[src/rtl/hazard_pkg.sv]
// Shared types for the scoreboard hazard unit: mul/div tracker states,
// ALU operand source encodings and the default mul/div latency.
package hazard_pkg;

    typedef enum logic [1:0] {
        MD_IDLE = 2'b00,
        MD_BUSY = 2'b01,
        MD_DONE = 2'b10
    } md_state_t;

    typedef enum logic [1:0] {
        SRC_RF = 2'b00,
        SRC_WB = 2'b01,
        SRC_M  = 2'b10,
        SRC_MD = 2'b11
    } src_sel_t;

    localparam int MD_LAT_DEF = 4;
    localparam int MD_CNT_W   = 4;

endpackage

[src/rtl/md_tracker.sv]
// Tracks one in-flight mul/div: IDLE -> BUSY (counting) -> DONE (one cycle).
// Ports: clk, rst, start/rd_key (issue), freeze (D-cache miss holds state),
// md_wb_sel/md_busy/md_rd (status), md_fwd (first cycle after DONE).
module md_tracker
    import hazard_pkg::*;
#(
    parameter int KEY_W  = 5,
    parameter int MD_LAT = MD_LAT_DEF
) (
    input  logic             clk,
    input  logic             rst,
    input  logic             start,
    input  logic             freeze,
    input  logic [KEY_W-1:0] rd_key,
    output logic             md_wb_sel,
    output logic             md_busy,
    output logic             md_fwd,
    output logic [KEY_W-1:0] md_rd
);

    md_state_t             state;
    logic [MD_CNT_W-1:0]   cnt;

    always_ff @(posedge clk or posedge rst) begin
        if (rst) begin
            state     <= MD_IDLE;
            cnt       <= '0;
            md_rd     <= '0;
            md_wb_sel <= 1'b0;
            md_busy   <= 1'b0;
            md_fwd    <= 1'b0;
        end else if (!freeze) begin
            unique case (state)
                MD_IDLE: begin
                    md_fwd <= 1'b0;
                    if (start) begin
                        state   <= MD_BUSY;
                        cnt     <= MD_CNT_W'(MD_LAT - 1);
                        md_rd   <= rd_key;
                        md_busy <= 1'b1;
                    end
                end
                MD_BUSY: begin
                    if (cnt == MD_CNT_W'(1)) begin
                        state     <= MD_DONE;
                        md_wb_sel <= 1'b1;
                    end else begin
                        cnt <= cnt - 1'b1;
                    end
                end
                MD_DONE: begin
                    // Result leaves via WB now; E may bypass it next cycle.
                    state     <= MD_IDLE;
                    md_wb_sel <= 1'b0;
                    md_busy   <= 1'b0;
                    md_fwd    <= 1'b1;
                end
                default: begin
                    state <= MD_IDLE;
                end
            endcase
        end
    end

endmodule

[src/rtl/scoreboard_hazard_unit.sv]
// Pipeline hazard unit: operand forwarding, load-use / mul/div stalls,
// branch and cache-miss flushes. Inputs are D/E/M/WB stage keys and
// events; outputs are ALU source selects, stall/flush enables, md status.
module scoreboard_hazard_unit
    import hazard_pkg::*;
#(
    parameter int NUM_REGS = 32,
    parameter int KEY_W    = $clog2(NUM_REGS),
    parameter int MD_LAT   = MD_LAT_DEF
) (
    input  logic             clk,
    input  logic             rst,
    input  logic             icache_hit,
    input  logic             dcache_hit,
    input  logic             m_in_is_mem,
    input  logic [KEY_W-1:0] d_in_r1_key,
    input  logic [KEY_W-1:0] d_in_r2_key,
    input  logic             d_in_is_md,
    input  logic [KEY_W-1:0] e_in_r1_key,
    input  logic [KEY_W-1:0] e_in_r2_key,
    input  logic [KEY_W-1:0] e_in_rd_key,
    input  logic             e_in_rd_is_load_en,
    input  logic             e_in_branch_en,
    input  logic             e_in_md_start,
    input  logic [KEY_W-1:0] m_in_rd_key,
    input  logic             m_in_rd_we,
    input  logic [KEY_W-1:0] wb_in_rd_key,
    input  logic             wb_in_rd_we,
    output logic [1:0]       hu_out_alu_src1_sel,
    output logic [1:0]       hu_out_alu_src2_sel,
    output logic             hu_out_stall_f_en,
    output logic             hu_out_stall_d_en,
    output logic             hu_out_stall_e_en,
    output logic             hu_out_stall_m_en,
    output logic             hu_out_flush_d_en,
    output logic             hu_out_flush_e_en,
    output logic             hu_out_flush_wb_en,
    output logic             hu_out_md_wb_sel,
    output logic             hu_out_md_busy,
    output logic [KEY_W-1:0] hu_out_md_rd_key
);

    logic dc_miss;
    logic md_fwd;
    logic md_dep;
    logic load_use;
    logic data_haz;

    assign dc_miss = m_in_is_mem & ~dcache_hit;

    md_tracker #(
        .KEY_W  (KEY_W),
        .MD_LAT (MD_LAT)
    ) u_md (
        .clk       (clk),
        .rst       (rst),
        .start     (e_in_md_start),
        .freeze    (dc_miss),
        .rd_key    (e_in_rd_key),
        .md_wb_sel (hu_out_md_wb_sel),
        .md_busy   (hu_out_md_busy),
        .md_fwd    (md_fwd),
        .md_rd     (hu_out_md_rd_key)
    );

    function automatic src_sel_t fwd_sel(input logic [KEY_W-1:0] k);
        if (k == '0)
            return SRC_RF;
        else if (md_fwd && k == hu_out_md_rd_key)
            return SRC_MD;
        else if (m_in_rd_we && k == m_in_rd_key)
            return SRC_M;
        else if (wb_in_rd_we && k == wb_in_rd_key)
            return SRC_WB;
        else
            return SRC_RF;
    endfunction

    always_comb begin
        hu_out_alu_src1_sel = fwd_sel(e_in_r1_key);
        hu_out_alu_src2_sel = fwd_sel(e_in_r2_key);
    end

    assign load_use = e_in_rd_is_load_en && (e_in_rd_key != '0) &&
                      ((e_in_rd_key == d_in_r1_key) ||
                       (e_in_rd_key == d_in_r2_key));

    assign md_dep = hu_out_md_busy && (hu_out_md_rd_key != '0) &&
                    ((hu_out_md_rd_key == d_in_r1_key) ||
                     (hu_out_md_rd_key == d_in_r2_key));

    assign data_haz = load_use | md_dep | (hu_out_md_busy & d_in_is_md);

    always_comb begin
        hu_out_stall_f_en  = 1'b0;
        hu_out_stall_d_en  = 1'b0;
        hu_out_stall_e_en  = 1'b0;
        hu_out_stall_m_en  = 1'b0;
        hu_out_flush_d_en  = 1'b0;
        hu_out_flush_e_en  = 1'b0;
        hu_out_flush_wb_en = 1'b0;
        // A D-cache miss or the mul/div WB slot freezes the whole pipe.
        if (dc_miss || hu_out_md_wb_sel) begin
            hu_out_stall_f_en  = 1'b1;
            hu_out_stall_d_en  = 1'b1;
            hu_out_stall_e_en  = 1'b1;
            hu_out_stall_m_en  = 1'b1;
            hu_out_flush_wb_en = 1'b1;
        end else begin
            // The branch kills the stalled consumer, so no stall is needed.
            if (e_in_branch_en) begin
                hu_out_flush_d_en = 1'b1;
                hu_out_flush_e_en = 1'b1;
            end else if (data_haz) begin
                hu_out_stall_f_en = 1'b1;
                hu_out_stall_d_en = 1'b1;
                hu_out_flush_e_en = 1'b1;
            end
            if (!icache_hit) begin
                hu_out_stall_f_en = 1'b1;
                if (!hu_out_stall_d_en)
                    hu_out_flush_d_en = 1'b1;
            end
        end
    end

endmodule
[config.mk]
export PLATFORM = sky130hd
export DESIGN_NAME = scoreboard_hazard_unit
export DESIGN_NICKNAME = d
export VERILOG_FILES = /design/src/rtl/hazard_pkg.sv /design/src/rtl/md_tracker.sv /design/src/rtl/scoreboard_hazard_unit.sv
export SDC_FILE = /design/constraint.sdc
export NUM_CORES = 1
export LEC_CHECK = 0
export CORE_UTILIZATION = 42
export DETAILED_ROUTE_END_ITERATION = 7
export GPL_TIMING_DRIVEN = 0
export PLACE_DENSITY = 0.8
export SKIP_LAST_GASP = 1
export SLEW_MARGIN = 10
export SYNTH_ARGS = -nofsm -noshare
export SYNTH_HDL_FRONTEND = slang
export SYNTH_SLANG_ARGS = --single-unit
[constraint.sdc]
create_clock -name clk -period 2.75 [get_ports clk]
set_clock_uncertainty 0.2 [all_clocks]
set_input_delay 0.55 -clock clk [delete_from_list [all_inputs] [get_ports clk]]
set_output_delay 0.55 -clock clk [all_outputs]
set_load 0.05 [all_outputs]
# Word level (Yosys, flattened, before mapping)
# Index checks and enable logic that the tools add are counted.
# W data, S select, Z words.
# word_totals
regBits	14
output_inout_bits	18
inputBits	46
wordCells	88
# classes
n_eq_ne	16
muxes	32
reduce_logical	27
n_bitwise	6
add_sub_neg	1
# op_table
operator	count
$eq A5 B5 Y1	10
$mux W1	17
$mux W2	8
$reduce_and A3 Y1	4
$logic_and A1 B1 Y1	10
$logic_not A5 Y1	2
$reduce_bool A5 Y1	2
$mux W4	2
$pmux W4 S2	1
$pmux W1 S2	3
$reduce_bool A2 Y1	3
$eq A4 B1 Y1 const B	1
$ne A2 B2 Y1 const B	2
$pmux W2 S2	1
$reduce_and A4 Y1	1
$sub A4 B1 Y4 const B	1
$logic_or A1 B1 Y1	3
$and A1 B1 Y1	2
$eq A2 B1 Y1 const B	1
$eq A2 B2 Y1 const B	1
$logic_not A2 Y1	1
$ne A2 B1 Y1 const B	1
$not A1 Y1	2
$or A1 B1 Y1	2
$reduce_and A2 Y1	1

# Longest topological paths before layout
# logic_depth
word_depth	11
ltp_mapped	7
mapped_depth_nobuf	7

# Cells and area by module
# A second synthesis with hierarchy kept.
# unflattened
cells_unflattened	170
hier_area_um2	1516.5
# by_module_without_submodules
mod	seq_area_each_um2	cells_each	area_each_um2	n_inst
md_tracker	350.3	66	763.2	1
scoreboard_hazard_unit	0.0	104	753.2	1

# Worst setup path before layout
# Ideal clock, no wire load.
# synth_path
kind	register to output
from	register u_md.md_rd[4]
to	output port hu_out_flush_e_en
slack_ps	-496
path_stages_with_launch	7
path_buffers	1
arrival_ps	2496
required_ps	2000
cell_sequence	dfrtp_1 buf_2 xnor2_1 nand3_1 nor4_1 o31ai_2 a31oi_1
# synth_via
elab_chain_cells	8
word_cells_on_any_way	11
cone_classes	eq/ne: 2; mux: 3; bitwise: 2; reduce/logical: 4
# synth_rtl
element	line	source
from (decl)	md_tracker.sv:18	output logic [KEY_W-1:0] md_rd
from (signal assigned)	md_tracker.sv:39	md_rd <= rd_key;
$eq A5 B5 Y1 (tied with other cells)	scoreboard_hazard_unit.sv:89	((hu_out_md_rd_key == d_in_r1_key) ||
$logic_or A1 B1 Y1 or $logic_and A1 B1 Y1 (tied branches)	scoreboard_hazard_unit.sv:89, scoreboard_hazard_unit.sv:88	
$logic_and A1 B1 Y1 *	scoreboard_hazard_unit.sv:88	assign md_dep = hu_out_md_busy && (hu_out_md_rd_key != '0) &&
$or A1 B1 Y1 * (2 in a row)	scoreboard_hazard_unit.sv:92	assign data_haz = load_use | md_dep | (hu_out_md_busy & d_in_is_md);
$mux W1 *	scoreboard_hazard_unit.sv:114	end else if (data_haz) begin
$mux W1 *	scoreboard_hazard_unit.sv:111	if (e_in_branch_en) begin
$mux W1 *	scoreboard_hazard_unit.sv:103	if (dc_miss || hu_out_md_wb_sel) begin
to (decl)	scoreboard_hazard_unit.sv:36	output logic hu_out_flush_e_en,
# Mark *: on every way between the ends. The rest lies on a longest branch, timed or not.

# Final worst setup path
# layout_path
from	input port d_in_r1_key[1]
to	output port hu_out_stall_f_en
# layout_via
elab_chain_cells	9
word_cells_on_any_way	12
cone_classes	eq/ne: 2; mux: 4; bitwise: 2; reduce/logical: 4
# layout_rtl
element	line	source
from (decl)	scoreboard_hazard_unit.sv:16	input logic [KEY_W-1:0] d_in_r1_key,
$eq A5 B5 Y1 (on tied branches)	scoreboard_hazard_unit.sv:85, scoreboard_hazard_unit.sv:89	
$logic_or A1 B1 Y1 (on tied branches)	scoreboard_hazard_unit.sv:85, scoreboard_hazard_unit.sv:89	
$logic_and A1 B1 Y1 (on tied branches)	scoreboard_hazard_unit.sv:84, scoreboard_hazard_unit.sv:88	
$or A1 B1 Y1 * (2 in a row)	scoreboard_hazard_unit.sv:92	
$mux W1 *	scoreboard_hazard_unit.sv:114	
$mux W1 *	scoreboard_hazard_unit.sv:111	
$mux W1 *	scoreboard_hazard_unit.sv:119	if (!icache_hit) begin
$mux W1 *	scoreboard_hazard_unit.sv:103	
to (decl)	scoreboard_hazard_unit.sv:31	output logic hu_out_stall_f_en,
# Marks and branches as above.

==> metrics.sh <==
OUTCOME='complete, but fails checks'
VIOLATIONS='setup timing'
MAXSLEWVIOLCOUNT=0
NET_SWITCHING_SHARE_OF_THE_TOTAL_POWER_PCT=51.0
WORST-SLEW-PIN-TRANSITION_NS=0.533
IR_DROP_WORST_VDD_V=0.000665
PLACE_AREA_MM2=0.00222
PLACE_HPWL_UM=3510
REG2REG_SETUP_SLACK_NS=0.65
TIMING.HOLD.WORST_PATH_DEPTH=1
SETUP.WORST_PATH.START='d_in_r1_key[1]'
TRITONCTS.NUM_BUFFERS=3
POST_CTS_HOLD_BUFFER_COUNT=0
DRT-WIRELENGTH-PER-CELL_UM=15.7
PLACEMENT_ROWS=20
FINAL_CELL_AREA_MM2=0.00238
MAXIMUM_NUMBER_OF_PINS_ON_ONE_NET_BEFORE_GLOBAL_ROUTE_REPAIR=15
POST-ROUTE-MIN-PERIOD_NS=2.95
DRT-TOTAL-WL_UM=4420
DR.FIRST_ITER.DRC_COUNT=68
SYNTH_MUX_AREA_SHARE_PCT=3.88
YS.WARNINGS.COUNT=0
DIODE_COUNT=0
SHARE_CLK_OF_TOTAL_POWER_PCT=7.3
HTREE_NUM_LEVELS=1
CORE_MM2=0.00318
TIMING.HOLD.WS_NS=0.340
MAX_SLEW_MARGIN_PCT=64.3
MOST_FREQUENT_STANDARD_CELL_IN_THE_LAYOUT_EXCLUDING_FILL_AND_TAP_CELLS='sky130_fd_sc_hd__xor2_1'
GLOBAL_ROUTE.OVERFLOW_TOTAL=0
CLOCK_PATH_BUFFERS=2
CTS_TREE='built'
INITIAL_CELL_DENSITY_OF_THE_CORE_PCT=45.7
DIEAREA_MM2=0.00370
POWER.SHARE.SEQUENTIAL_PCT=19.3
AREA.GROWTH.SYNTH_TO_FINAL_PCT=64.2
POWER.STATIC_LEAKAGE_uW=0.00106
FINAL-HOLD-VIOLATION-COUNT=0
AVGSYNTHCELLAREA_UM2=8.60
MIN_TO='u_md.state[1]'
DATA_REQUIRED_TIME_OF_THE_WORST_PATH_NS=2.00
ANTENNA_FOUND_INITIAL=0
DRT_FIRST_PASS_ITERS=4
TIMING.RR.END='u_md.cnt[3]'
WORST_HOLD_STARTPOINT='u_md.state[1]'
ANT_NETS=0
MAX_CAPACITANCE_VIOLATION_COUNT=0
NUM_IO_PINS=64
SYNTH-COMPOUND-AREA-SHARE_PCT=11.6
VIASPERCELL=5.13
CTS.REPORTEDPATHS.CLKPINSLEW_NS=0.08
POSTSYNTHCELLCOUNT=169
CRITPATHARRIVALTIME_NS=2.20
WORST_HOLD_PATH_TYPE='reg2reg'
R2R-START='u_md.state[1]'
FINAL_NET_COUNT=290
SYNTH_XOR_AREA_SHARE_PCT=31.4
GROUTE.USAGE.OVERALL_PCT=24.0
SETUP.WORST_PATH.START_CLASS='input port'
SETUP_REPAIR_AFTER_GLOBAL_ROUTING_MISSED_ITS_MARGIN='yes'
PATH_CLASS='in2out'
POST_SYNTH_INSTANCE_AREA_MM2=0.00145
FMAXACHIEVABLE_GHz=0.339
WORST-PATH-MAX-FANOUT=2
REG2REG_DEPTH=7
FINAL-SETUP-VIOL-COUNT=4
ROUTED-VIA-COUNT=1448
YOSYSSEQAREASHARE_PCT=24.1
POWER_SWITCHING_uW=1020
FIN_WS_NS=-0.196
SYN-NUM-NETS=220
PORT_BUFFERS=63
POST-ROUTE-DRC-COUNT=0
BUFFER_CELL_DRIVING_THE_CLOCK_TREE_ROOT='sky130_fd_sc_hd__clkbuf_4'
DRIVE_GT1_SHARE_PCT=24.8
CLK-INSERTION-DELAY-LATE_NS=0.28
SETUP.WORST_PATH.END_CLASS='output pin'
GP_CONGESTION=0.921
SYNTH_TOP_FAMILY_BY_AREA='XOR/XNOR gates'
CTS_NUM_SINKS=14
SYNTH.LIB_CELLS_USED.DISTINCT=33
MOST-COMMON-LAYOUT-CELLS='30 x sky130_fd_sc_hd__xor2_1, 23 x sky130_fd_sc_hd__clkdlybuf4s50_1, 20 x sky130_fd_sc_hd__dlygate4sd2_1, 17 x sky130_fd_sc_hd__xnor2_1'
COMB_POWER_SHARE_PCT=73.4
SYNTHSIMPLEGATEAREAFRAC_PCT=19.2
PD_CELLS_mW_PER_MM2=838
FINAL_MIN_PERIOD_OVER_CLOCK_PERIOD_PCT=107
POWER_REPORT.INTERNAL_TOTAL_uW=979
SYNTH-SEQ-CELLS=14
SYNTH_FA_HA_AREA_SHARE_PCT=4.31
FP.DIEW_UM=60.8
GRT_FIRST_PASS_WIRELENGTH_UM=6610
DIE_HEIGHT_UM=60.8
GRT_PASS1_VIAS=1428
-- worst max-delay path: stages --
cell and delay, ns:
sky130_fd_sc_hd__clkdlybuf4s50_1 0.51, sky130_fd_sc_hd__xor2_1 0.31, sky130_fd_sc_hd__nor4_4 0.08, sky130_fd_sc_hd__buf_4 0.15
sky130_fd_sc_hd__o311ai_4 0.32, sky130_fd_sc_hd__nand3_4 0.11, sky130_fd_sc_hd__buf_8 0.16
-- worst max-delay path by stage --
stage / end / slack, ns / cells past startpoint
finish: hu_out_stall_f_en / -0.20 / 7
global route: hu_out_stall_f_en / -0.25 / 7
CTS: hu_out_stall_f_en / -0.26 / 7
detailed placement: hu_out_stall_f_en / -1.05 / 7
global placement: hu_out_stall_f_en / -0.99 / 7
floorplan: hu_out_alu_src2_sel[0] / -0.11 / 5
-- flip-flops by register name (all words and copies together), names as in the netlist --
| register | flops |
|---|---|
| u_md.cnt | 4 |
| u_md.md_busy | 1 |
| u_md.md_fwd | 1 |
| u_md.md_rd | 5 |
| u_md.md_wb_sel | 1 |
| u_md.state | 2 |
-- kinds of logic (layout without fill, tap and decap cells) --
family	count (synthesis)	in the layout
XOR/XNOR	52	52
AND/OR/NAND/NOR	52	52
AO/OA/AOI/OAI	25	25
buffers and inverters	16	85
flip-flops	14	14
adder cells (fa/ha/maj)	5	5
multiplexers	5	5
-- timing repair --
action                     4_1_cts  5_1_grt
gates resized for setup         89       26
pin swaps                       14       17
setup buffers                    7        1
setup endpoints to repair       11        9
-- cell usage after synthesis --
library cell	n	area, µm²
sky130_fd_sc_hd__mux2_2	5	56.3
sky130_fd_sc_hd__ha_1	5	62.6
sky130_fd_sc_hd__nor3_1	1	5.00
sky130_fd_sc_hd__inv_1	7	26.3
sky130_fd_sc_hd__a22o_1	1	8.76
sky130_fd_sc_hd__nor2_4	1	11.3
sky130_fd_sc_hd__o311ai_2	1	16.3
sky130_fd_sc_hd__nand3_1	14	70.1
sky130_fd_sc_hd__clkbuf_1	2	7.51
sky130_fd_sc_hd__buf_4	2	15.0
sky130_fd_sc_hd__xnor2_1	22	193
sky130_fd_sc_hd__a31o_1	1	8.76
sky130_fd_sc_hd__o22a_1	1	8.76
sky130_fd_sc_hd__nor4_2	1	12.5
sky130_fd_sc_hd__a21boi_0	1	7.51
sky130_fd_sc_hd__o31ai_1	1	7.51
sky130_fd_sc_hd__a21oi_1	7	35.0
sky130_fd_sc_hd__xor2_1	30	263
sky130_fd_sc_hd__dfrtp_1	14	350
sky130_fd_sc_hd__nand4_1	2	12.5
sky130_fd_sc_hd__or4_4	1	11.3
sky130_fd_sc_hd__nor4_1	7	43.8
sky130_fd_sc_hd__buf_2	4	20.0
sky130_fd_sc_hd__or4_1	3	22.5
sky130_fd_sc_hd__nand2b_1	3	18.8
sky130_fd_sc_hd__buf_6	1	11.3
sky130_fd_sc_hd__o21a_1	2	15.0
sky130_fd_sc_hd__nor2_1	12	45.0
sky130_fd_sc_hd__o22ai_1	2	12.5
sky130_fd_sc_hd__o31ai_2	1	12.5
sky130_fd_sc_hd__nand2_1	7	26.3
sky130_fd_sc_hd__a31oi_1	1	6.26
sky130_fd_sc_hd__o21ai_0	6	30.0
-- cell type report --
type                       count  area (µm²)
fill                         239         793
buffer                         4        26.3
timing repair buffer          70         696
multi-input combinational    139        1190
inverter                       7        26.3
tap                           44        55.1
clock buffer                   4        36.3
sequential                    14         355
-- power by group through the flow --
stage                     logic [µW]  registers (µW)  clock network, µW
after floorplan                  798             543                  0
after global placement          1350             364                  0
after detailed placement        1390             369                  0
after CTS                       1400             386                149
after global routing            1560             398                157
final                           1470             386                145
-- per-layer routing --
metal / part of all wire, % / track usage [%]
met2: 52 / 43.2
met4: 1.2 / 6.82
met1: 43 / 30.9
met5: 0 / 0
met3: 3.1 / 1.71
-- metrics by stage --
step / utilization (%) / TNS [ns] / setup WS (ns) / total power [µW] / cells
global route: 75.0 / -0.809 / -0.252 / 2110 / 282
CTS: 71.7 / -0.936 / -0.261 / 1940 / 281
global placement: 69.9 / -7.72 / -0.990 / 1710 / 276
floorplan: - / -0.367 / -0.109 / 1340 / 169
detailed placement: 69.9 / -8.18 / -1.05 / 1750 / 276
finish: 75.0 / -0.574 / -0.196 / 2000 / 282
No activity file was read; power rests on OpenSTA's default activity.
